[src/rtl/alu_frame_core_pkg.sv]
// Shared types, frame constants and CRC step functions for the frame ALU.
package alu_frame_core_pkg;

   localparam int unsigned BYTE_W = 8;

   localparam logic DATA_TYPE = 1'b0;
   localparam logic CMD_TYPE  = 1'b1;

   localparam logic [7:0] ERR_DATA_FRAME = 8'hC9;
   localparam logic [7:0] ERR_CRC_FRAME  = 8'hA5;
   localparam logic [7:0] ERR_OP_FRAME   = 8'h93;

   typedef enum logic [2:0] {
      OP_AND = 3'b000,
      OP_OR  = 3'b001,
      OP_ADD = 3'b100,
      OP_SUB = 3'b101
   } operation_t;

   typedef struct packed {
      logic carry;
      logic overflow;
      logic zero;
      logic negative;
   } flags_t;

   typedef enum logic [2:0] {
      COLLECT,
      CHECK,
      SEND_DATA,
      SEND_CTL,
      SEND_ERR
   } state_t;

   // One MSB-first step of CRC x^4+x+1
   function automatic logic [3:0] nextcrc4(input logic [3:0] crc, input logic d);
      logic fb;
      fb = crc[3] ^ d;
      return {crc[2:0], 1'b0} ^ {2'b00, fb, fb};
   endfunction

   // One MSB-first step of CRC x^3+x+1
   function automatic logic [2:0] nextcrc3(input logic [2:0] crc, input logic d);
      logic fb;
      fb = crc[2] ^ d;
      return {crc[1:0], 1'b0} ^ {1'b0, fb, fb};
   endfunction

endpackage

[src/rtl/alu_frame_core_if.sv]
// Input and output frame streams of the frame ALU.
interface alu_frame_core_if;
   logic       in_valid;
   logic       in_ready;
   logic       in_type;
   logic [7:0] in_byte;
   logic       out_valid;
   logic       out_ready;
   logic       out_type;
   logic [7:0] out_byte;

   modport master (
      output in_valid, in_type, in_byte, out_ready,
      input  in_ready, out_valid, out_type, out_byte
   );

   modport slave (
      input  in_valid, in_type, in_byte, out_ready,
      output in_ready, out_valid, out_type, out_byte
   );
endinterface

[src/rtl/alu_frame_core_tx.sv]
// Output frame buffer: result bytes then control frame, or one error frame.
module alu_frame_core_tx
   import alu_frame_core_pkg::*;
#(
   parameter int unsigned BYTES = 4
) (
   input  logic                    clk,
   input  logic                    rst,
   input  logic                    load,
   input  logic                    err,
   input  logic [7:0]              err_byte,
   input  logic [BYTES*BYTE_W-1:0] data,
   input  logic [7:0]              ctl,
   input  logic                    out_ready,
   output logic                    out_valid,
   output logic                    out_type,
   output logic [7:0]              out_byte,
   output logic                    fire_c,
   output logic                    last_data_c
);
   localparam int unsigned BUF_W  = (BYTES + 1) * BYTE_W;
   localparam int unsigned LEFT_W = $clog2(BYTES + 1);

   logic [BUF_W-1:0]  frame_buf_q;
   logic [LEFT_W-1:0] left_q;
   logic              valid_q;
   logic              kind_q;

   assign out_valid   = valid_q;
   assign out_type    = kind_q;
   assign out_byte    = frame_buf_q[BUF_W-1 -: BYTE_W];
   assign fire_c      = valid_q && out_ready;
   assign last_data_c = valid_q && (kind_q == DATA_TYPE) && (left_q == LEFT_W'(1));

   // Load a response, then advance one frame per accepted transfer
   always_ff @(posedge clk) begin
      if (rst) begin
         frame_buf_q <= '0;
         left_q      <= '0;
         valid_q     <= 1'b0;
         kind_q      <= DATA_TYPE;
      end else if (load) begin
         valid_q <= 1'b1;
         if (err) begin
            frame_buf_q <= {err_byte, {(BUF_W-BYTE_W){1'b0}}};
            left_q      <= '0;
            kind_q      <= CMD_TYPE;
         end else begin
            frame_buf_q <= {data, ctl};
            left_q      <= LEFT_W'(BYTES);
            kind_q      <= DATA_TYPE;
         end
      end else if (fire_c) begin
         if (left_q != '0) begin
            frame_buf_q <= frame_buf_q << BYTE_W;
            left_q      <= left_q - LEFT_W'(1);
            kind_q      <= (left_q == LEFT_W'(1)) ? CMD_TYPE : DATA_TYPE;
         end else begin
            valid_q <= 1'b0;
         end
      end
   end

endmodule

[src/rtl/alu_frame_core.sv]
// Frame ALU: collects B/A/command frames, checks them, emits result or error frames.
module alu_frame_core
   import alu_frame_core_pkg::*;
#(
   parameter int unsigned DATA_W = 32
) (
   input logic              clk,
   input logic              rst,
   alu_frame_core_if.slave  bus
);
   localparam int unsigned BYTES   = DATA_W / BYTE_W;
   localparam int unsigned OPND_W  = 2 * DATA_W;
   localparam int unsigned CNT_MAX = 2 * BYTES + 1;
   localparam int unsigned CNT_W   = $clog2(CNT_MAX + 1);

   state_t              state, next_state;
   logic [OPND_W-1:0]   opnd_q;
   logic [CNT_W-1:0]    data_cnt;
   logic [2:0]          op_q;
   logic [3:0]          crc_rx_q;
   logic                in_ready_q;

   logic                in_fire_c, data_fire_c, cmd_fire_c;
   logic [DATA_W-1:0]   b_c, a_c, c_c;
   logic [DATA_W:0]     wide_c;
   flags_t              flags_c;
   logic                op_ok_c;
   logic [OPND_W+3:0]   crc4_msg_c;
   logic [DATA_W+4:0]   crc3_msg_c;
   logic [3:0]          crc4_c;
   logic [2:0]          crc3_c;
   logic                err_c;
   logic [7:0]          err_byte_c;
   logic                tx_load_c, tx_fire_c, tx_last_data_c;
   logic                tx_valid, tx_type;
   logic [7:0]          tx_byte;
   logic                unused_cmd_msb;

   assign in_fire_c      = bus.in_valid && in_ready_q;
   assign data_fire_c    = in_fire_c && (bus.in_type == DATA_TYPE);
   assign cmd_fire_c     = in_fire_c && (bus.in_type == CMD_TYPE);
   assign unused_cmd_msb = bus.in_byte[7];

   assign bus.in_ready  = in_ready_q;
   assign bus.out_valid = tx_valid;
   assign bus.out_type  = tx_type;
   assign bus.out_byte  = tx_byte;

   // State register
   always_ff @(posedge clk) begin
      if (rst) state <= COLLECT;
      else     state <= next_state;
   end

   // Next-state logic and response load strobe
   always_comb begin
      next_state = state;
      tx_load_c  = 1'b0;
      case (state)
         COLLECT:   if (cmd_fire_c) next_state = CHECK;
         CHECK: begin
            tx_load_c  = 1'b1;
            next_state = err_c ? SEND_ERR : SEND_DATA;
         end
         SEND_DATA: if (tx_fire_c && tx_last_data_c) next_state = SEND_CTL;
         SEND_CTL:  if (tx_fire_c) next_state = COLLECT;
         SEND_ERR:  if (tx_fire_c) next_state = COLLECT;
         default:   next_state = COLLECT;
      endcase
   end

   // Operand shift-in, frame counting and command capture
   always_ff @(posedge clk) begin
      if (rst) begin
         opnd_q     <= '0;
         data_cnt   <= '0;
         op_q       <= '0;
         crc_rx_q   <= '0;
         in_ready_q <= 1'b0;
      end else begin
         in_ready_q <= (next_state == COLLECT);
         if (data_fire_c && (data_cnt < CNT_W'(2 * BYTES)))
            opnd_q <= {opnd_q[OPND_W-BYTE_W-1:0], bus.in_byte};
         if (data_fire_c && (data_cnt != CNT_W'(CNT_MAX)))
            data_cnt <= data_cnt + CNT_W'(1);
         if (cmd_fire_c) begin
            op_q     <= bus.in_byte[6:4];
            crc_rx_q <= bus.in_byte[3:0];
         end
         if (state == CHECK)
            data_cnt <= '0;
      end
   end

   // Result and flags
   always_comb begin
      b_c     = opnd_q[OPND_W-1:DATA_W];
      a_c     = opnd_q[DATA_W-1:0];
      wide_c  = '0;
      c_c     = '0;
      flags_c = '0;
      op_ok_c = 1'b1;
      case (op_q)
         OP_AND: c_c = b_c & a_c;
         OP_OR:  c_c = b_c | a_c;
         OP_ADD: begin
            wide_c           = {1'b0, b_c} + {1'b0, a_c};
            c_c              = wide_c[DATA_W-1:0];
            flags_c.carry    = wide_c[DATA_W];
            flags_c.overflow = (b_c[DATA_W-1] == a_c[DATA_W-1]) &&
                               (c_c[DATA_W-1] != b_c[DATA_W-1]);
         end
         OP_SUB: begin
            wide_c           = {1'b0, b_c} - {1'b0, a_c};
            c_c              = wide_c[DATA_W-1:0];
            flags_c.carry    = wide_c[DATA_W];
            flags_c.overflow = (b_c[DATA_W-1] != a_c[DATA_W-1]) &&
                               (c_c[DATA_W-1] != b_c[DATA_W-1]);
         end
         default: op_ok_c = 1'b0;
      endcase
      flags_c.zero     = (c_c == '0);
      flags_c.negative = c_c[DATA_W-1];
   end

   // Input CRC over {B, A, 1, op} and output CRC over {C, 0, flags}
   always_comb begin
      crc4_msg_c = {opnd_q, 1'b1, op_q};
      crc3_msg_c = {c_c, 1'b0, flags_c};
      crc4_c     = '0;
      crc3_c     = '0;
      for (int i = OPND_W + 3; i >= 0; i--) crc4_c = nextcrc4(crc4_c, crc4_msg_c[i]);
      for (int i = DATA_W + 4; i >= 0; i--) crc3_c = nextcrc3(crc3_c, crc3_msg_c[i]);
   end

   // Error selection, frame count first, then CRC, then opcode
   always_comb begin
      err_c      = 1'b1;
      err_byte_c = ERR_DATA_FRAME;
      if (data_cnt != CNT_W'(2 * BYTES)) err_byte_c = ERR_DATA_FRAME;
      else if (crc4_c != crc_rx_q)       err_byte_c = ERR_CRC_FRAME;
      else if (!op_ok_c)                 err_byte_c = ERR_OP_FRAME;
      else                               err_c      = 1'b0;
   end

   alu_frame_core_tx #(.BYTES(BYTES)) u_tx (
      .clk         (clk),
      .rst         (rst),
      .load        (tx_load_c),
      .err         (err_c),
      .err_byte    (err_byte_c),
      .data        (c_c),
      .ctl         ({1'b0, flags_c, crc3_c}),
      .out_ready   (bus.out_ready),
      .out_valid   (tx_valid),
      .out_type    (tx_type),
      .out_byte    (tx_byte),
      .fire_c      (tx_fire_c),
      .last_data_c (tx_last_data_c)
   );

endmodule

[src/flat_wrapper.sv]
// flat-port wrapper written by rule: the top's interface ports become plain ports
module alu_frame_core_flat import alu_frame_core_pkg::*;
#(
   parameter int unsigned DATA_W = 32
)
  (clk, rst, bus_in_valid, bus_in_type, bus_in_byte, bus_out_ready, bus_in_ready, bus_out_valid, bus_out_type, bus_out_byte);
  alu_frame_core_if bus_i ();
  input logic clk;
  input logic rst;
  input wire logic [$bits(bus_i.in_valid)-1:0] bus_in_valid;
  input wire logic [$bits(bus_i.in_type)-1:0] bus_in_type;
  input wire logic [$bits(bus_i.in_byte)-1:0] bus_in_byte;
  input wire logic [$bits(bus_i.out_ready)-1:0] bus_out_ready;
  output wire logic [$bits(bus_i.in_ready)-1:0] bus_in_ready;
  output wire logic [$bits(bus_i.out_valid)-1:0] bus_out_valid;
  output wire logic [$bits(bus_i.out_type)-1:0] bus_out_type;
  output wire logic [$bits(bus_i.out_byte)-1:0] bus_out_byte;
  assign bus_i.in_valid = bus_in_valid;
  assign bus_i.in_type = bus_in_type;
  assign bus_i.in_byte = bus_in_byte;
  assign bus_i.out_ready = bus_out_ready;
  assign bus_in_ready = bus_i.in_ready;
  assign bus_out_valid = bus_i.out_valid;
  assign bus_out_type = bus_i.out_type;
  assign bus_out_byte = bus_i.out_byte;
  alu_frame_core #(.DATA_W(DATA_W)) u_core (.clk(clk), .rst(rst), .bus(bus_i));
endmodule
[config.mk]
export PLATFORM = sky130hd
export DESIGN_NAME = alu_frame_core_flat
export DESIGN_NICKNAME = d
export VERILOG_FILES = /design/src/rtl/alu_frame_core_pkg.sv /design/src/rtl/alu_frame_core_if.sv /design/src/rtl/alu_frame_core_tx.sv /design/src/rtl/alu_frame_core.sv /design/src/flat_wrapper.sv
export SDC_FILE = /design/constraint.sdc
export NUM_CORES = 1
export LEC_CHECK = 0
export BUFFER_PORTS_ARGS = -buffer_cell sky130_fd_sc_hd__buf_2
export CORE_MARGIN = 5
export CORE_UTILIZATION = 65
export DETAILED_ROUTE_END_ITERATION = 8
export PLACE_DENSITY = 0.91
export SLEW_MARGIN = 20
export SYNTH_ARGS = -nofsm -noshare
export SYNTH_HDL_FRONTEND = slang
export SYNTH_HIERARCHICAL = 1
export SYNTH_SLANG_ARGS = --single-unit
[constraint.sdc]
create_clock -name clk -period 13.2 [get_ports clk]
set_input_delay 0.66 -clock clk [delete_from_list [all_inputs] [get_ports clk]]
set_output_delay 0.66 -clock clk [all_outputs]
set_load 0.005 [all_outputs]
==> results_tabular.tex <==
\begin{tabular}{lr}
\hline
Metric & Value \\
\hline
\multicolumn{2}{l}{\textbf{Clock tree}} \\
\quad Count of instances resized after the clock tree is built & 0 \\
\quad Sinks on the clock net & 124 \\
\quad Clock transition at path regs & 0.06 ns \\
\quad CTS max path bufs & 2 \\
\quad Clock buffer count from CTS & 17 \\
\quad CTS tree & yes \\
\quad Root buf cell & sky130\_fd\_sc\_hd\_\_clkbuf\_16 \\
\quad CTS Hold Buffers Added & 0 \\
\quad Worst skew pair latency & 0.43 ns \\
\quad Post-CTS setup-driven buffer insertion count & 0 \\
\quad Level count of the clock H-tree & 4 \\
\multicolumn{2}{l}{\textbf{STA}} \\
\quad Final setup violating endpoints & 0 \\
\quad Fin Clk Skew & 0.0138 ns \\
\quad Setup TNS after final layout & 0 ns \\
\quad Count of pins over their slew limit & 0 \\
\quad Post-route clock period utilization & 52.9\% \\
\quad RSZ-0062 raised after global routing & no \\
\quad Worst relative slew slack & 27.2\% \\
\quad Tmin final & approximately 7.0 ns \\
\quad Slew @ Worst Pin & between 1 and 1.5 ns \\
\quad Number of endpoints with negative hold slack in the final report & 0 \\
\quad Fmax & 143 MHz \\
\multicolumn{2}{l}{\textbf{Power and ir drop}} \\
\quad Sw Pwr & $\sim$0.33 mW \\
\quad Lkg Pwr & 4.89 nW \\
\quad Sw Share & 31.0\% \\
\quad Power after layout & 1.06 mW \\
\quad Power density normalized to cell area & 84.8 nW/um\^{}2 \\
\quad Internal power consumption & 0.733 mW \\
\quad VDD IR-drop max & roughly 0.00012 V \\
\quad Relative contribution of combinational cells to total power & approximately 18\% \\
\quad Fraction of power consumed by the clock network & 45.7\% \\
\quad Power share of the sequential group & 36.4\% \\
\multicolumn{2}{l}{\textbf{Synthesis}} \\
\quad Average instance area after synthesis & 7.94 sq um \\
\quad Most common flop cell mapped by yosys & sky130\_fd\_sc\_hd\_\_dfxtp\_1 \\
\quad Number of synthesized register bits & 124 \\
\quad Count of flip-flops with a built-in enable after synthesis & 0 \\
\quad Synthesized instance count & 1512 \\
\quad Library cell occupying the most area in the post-synthesis netlist & sky130\_fd\_sc\_hd\_\_dfxtp\_1 \\
\quad Yosys warnings & 6 \\
\quad Post-Syn Area & 12000 sq um \\
\quad Top cells by area, synth & sky130\_fd\_sc\_hd\_\_dfxtp\_1 21\%, sky130\_fd\_sc\_hd\_\_ha\_1 11\%, sky130\_fd\_sc\_hd\_\_xnor2\_1 8.2\% \\
\quad Share of the synthesized area in the top cell type & 20.7\% \\
\quad Most common cell in the netlist & sky130\_fd\_sc\_hd\_\_nand2\_1 \\
\quad Synth cell types & 100 \\
\quad Leading post-synthesis cells by instance count & 173 x sky130\_fd\_sc\_hd\_\_nand2\_1, 144 x sky130\_fd\_sc\_hd\_\_a21oi\_1, 124 x sky130\_fd\_sc\_hd\_\_dfxtp\_1 \\
\quad Async set or reset register ratio after synthesis & 0\% \\
\quad Fraction of the yosys area taken by sequential cells & 20.7\% \\
\multicolumn{2}{l}{\textbf{Setup path}} \\
\quad Element type at the critical path end & flop \\
\quad Type of the worst setup path & reg2reg \\
\quad Kind of start point of the critical path & flop \\
\quad Data required time of the worst path & 13.55 ns \\
\quad Critical path's largest stage delay & 0.53 ns \\
\quad CP most frequent cell & sky130\_fd\_sc\_hd\_\_or4\_1 \\
\quad Worst path slowest cell & sky130\_fd\_sc\_hd\_\_or4\_1 \\
\quad Maximum net fanout on the critical path & 9 \\
\quad Arr. time, crit path & between 7 and 8 ns \\
\multicolumn{2}{l}{\textbf{Detailed routing}} \\
\quad Wirelength, routed & 37100 um \\
\quad Starting DRT DRC Count & about 1400 \\
\quad Count of TritonRoute iterations in the first routing pass & 6 \\
\quad Routed length on met2 & 16500 um \\
\quad Met1 routed wirelength after detailed routing & 14500 um \\
\quad Vias & 11500 \\
\quad Metal3 WL & between 4000 and 5000 um \\
\quad Vias per inst & 6.72 \\
\quad Antenna Nets Post-Route & 0 \\
\quad DRC & 0 \\
\quad Avg WL per Cell & 21.7 um \\
\quad Max layer used & met4 \\
\multicolumn{2}{l}{\textbf{Place}} \\
\quad Number of cells in the design after placement & 1675 \\
\quad Sum of net half-perimeters after detailed placement & 26400 um \\
\quad Quantity of I/O buffers inserted on ports & 23 \\
\quad RD Place Congestion & between 1 and 1.5 \\
\multicolumn{2}{l}{\textbf{Floorplanning}} \\
\quad Cell row count & 49 \\
\quad Chip Width & 146 um \\
\quad Core box area & 18100 sq um \\
\quad Count of boundary I/O pins & 24 \\
\quad Effective utilization at floorplan & 66.4\% \\
\quad Die area & 21300 sq um \\
\quad Vertical die dimension & 146 um \\
\multicolumn{2}{l}{\textbf{Final layout}} \\
\quad Final net count & 1583 \\
\quad Area overhead of the layout relative to synthesis & 4.41\% \\
\quad Post-route insts no fill & approximately 1700 \\
\quad Total inserted antenna cells & 0 \\
\quad Layout fillers & around 1400 \\
\quad Share of post-route cells with drive strength above 1 & under 10\% \\
\multicolumn{2}{l}{\textbf{Global routing}} \\
\quad Via count of the first global-routing pass & 10700 \\
\quad Largest net degree at the start of global routing & 99 \\
\quad Remaining global-route overflow & 0 \\
\quad First-pass GRT wire length & 57700 um \\
\quad Global-route usage over all layers & between 30\% and 40\% \\
\quad Antenna violations before repair & 0 \\
\multicolumn{2}{l}{\textbf{Flow run}} \\
\quad Max-cap viol count & 0 \\
\multicolumn{2}{l}{\textbf{Run status}} \\
\quad Status & complete, no violations \\
\multicolumn{2}{l}{\textbf{Worst hold path}} \\
\quad Class of the worst hold path & in2reg \\
\hline
\end{tabular}
[cells by family (layout without fill, tap and decap cells)]
group	after synthesis	in the layout	share of synthesized area, %
simple gates	425	425	16.6
other cells	2	3	0.0625
mux	22	22	1.85
flops	124	124	20.7
compound gates	452	452	26.4
buf+inv	221	186	8.57
xor+xnor	161	161	14.8
fa+ha+maj	105	105	11.1
[flip-flops by register name, summed over array words and instances (netlist names)]
| name | cells |
|---|---|
| u_core/u_tx/out_type | 1 |
| u_core/u_tx/left_q | 3 |
| u_core/op_q | 3 |
| u_core/u_tx/out_valid | 1 |
| u_core/crc_rx_q | 4 |
| u_core/data_cnt | 4 |
| u_core/u_tx/frame_buf_q | 40 |
| u_core/state | 3 |
| u_core/opnd_q | 64 |
| u_core/bus.in_ready | 1 |
[worst max-delay path, delay by kind of cell (launching register included)]
| kind | cells | cell delay [ns] |
|---|---|---|
| muxes | 1 | 0.11 |
| adders and majority gates | 2 | 0.64 |
| and+or+nand+nor | 9 | 2.43 |
| xor gates and xnor gates | 1 | 0.19 |
| buffers and inverters | 3 | 0.26 |
| DFF | 1 | 0.47 |
| AOI/OAI and AO/OA | 11 | 2.85 |
[worst paths after layout]
check / startpoint / to / slack, ns / cells past startpoint
max: u_core/opnd_q[34]$_SDFFE_PP0P_ / u_core/u_tx/frame_buf_q[1]$_SDFFE_PP0P_ / 6.22 / 27
min: bus_in_byte[7] / u_core/opnd_q[7]$_SDFFE_PP0P_ / 0.47 / 3
min reg2reg: u_core/u_tx/frame_buf_q[0]$_SDFFE_PP0P_ / u_core/u_tx/frame_buf_q[0]$_SDFFE_PP0P_ / 0.48 / 2
max reg2reg: u_core/opnd_q[34]$_SDFFE_PP0P_ / u_core/u_tx/frame_buf_q[1]$_SDFFE_PP0P_ / 6.22 / 27
[per-layer routing]
| metal | vias to the layer above | GRT usage, % |
|---|---|---|
| met5 | - | 0 |
| met1 | 5380 | 44.2 |
| met3 | 148 | 6.63 |
| met4 | 0 | 17.2 |
| li1 | 5233 | - |
| met2 | 713 | 52.7 |
[layout make-up]
cell class / count / area, sq um / area share, %
Sequential cell: 124 / 2480 / 19.8
Clock buffer: 17 / 425 / 3.39
Multi-Input combinational cell: 1168 / 8510 / 67.9
Tap cell: 229 / 287 / 2.29
Timing Repair Buffer: 34 / 200 / 1.60
Clock inverter: 15 / 170 / 1.36
Inverter: 120 / 455 / 3.63
[power by group through the flow]
| stage | logic [mW] | clock network [mW] | registers (mW) |
|---|---|---|---|
| 6_report | 0.190 | 0.486 | 0.387 |
| 5_1_grt | 0.204 | 0.507 | 0.387 |
| 3_3_place_gp | 0.180 | 0 | 0.395 |
| 4_1_cts | 0.186 | 0.489 | 0.387 |
| 3_5_place_dp | 0.184 | 0 | 0.395 |
| 2_1_floorplan | 0.152 | 0 | 0.392 |
[per-stage QoR]
step,utilization (%),hold slack (ns),setup WS (ns),area (sq um)
after global placement,66.0,0.465,6.61,11900
after floorplan,-,0.449,6.91,12000
after global routing,69.3,0.484,5.85,12500
final,69.3,0.475,6.22,12500
after detailed placement,66.0,0.473,6.42,11900
after CTS,69.3,0.460,6.37,12500
[cells in the final DEF (no fill, tap or decap), types with 7 or more instances in the layout]
cell type and count:
sky130_fd_sc_hd__nand2_1 173, sky130_fd_sc_hd__a221oi_2 14, sky130_fd_sc_hd__inv_1 115, sky130_fd_sc_hd__a211oi_1 24
sky130_fd_sc_hd__o21a_1 9, sky130_fd_sc_hd__nor3_1 27, sky130_fd_sc_hd__xor2_1 21, sky130_fd_sc_hd__nor4_1 8
sky130_fd_sc_hd__nand3_1 21, sky130_fd_sc_hd__dfxtp_1 123, sky130_fd_sc_hd__xnor2_1 113, sky130_fd_sc_hd__o22ai_1 11
sky130_fd_sc_hd__nor2_1 98, sky130_fd_sc_hd__clkbuf_16 17, sky130_fd_sc_hd__a22oi_1 25, sky130_fd_sc_hd__or3_1 7
sky130_fd_sc_hd__o311a_1 8, sky130_fd_sc_hd__nand3b_1 10, sky130_fd_sc_hd__buf_4 12, sky130_fd_sc_hd__ha_1 103
sky130_fd_sc_hd__o21bai_1 20, sky130_fd_sc_hd__a21o_1 11, sky130_fd_sc_hd__a21oi_1 144, sky130_fd_sc_hd__or4_1 7
sky130_fd_sc_hd__buf_2 22, sky130_fd_sc_hd__nand2b_1 20, sky130_fd_sc_hd__mux2i_1 20, sky130_fd_sc_hd__xnor3_1 25
sky130_fd_sc_hd__o21ai_0 62, sky130_fd_sc_hd__a221oi_1 16, sky130_fd_sc_hd__a31oi_1 10, sky130_fd_sc_hd__o211ai_1 11
sky130_fd_sc_hd__or2_2 12
Note: power is estimated with default switching activity, not from simulation.
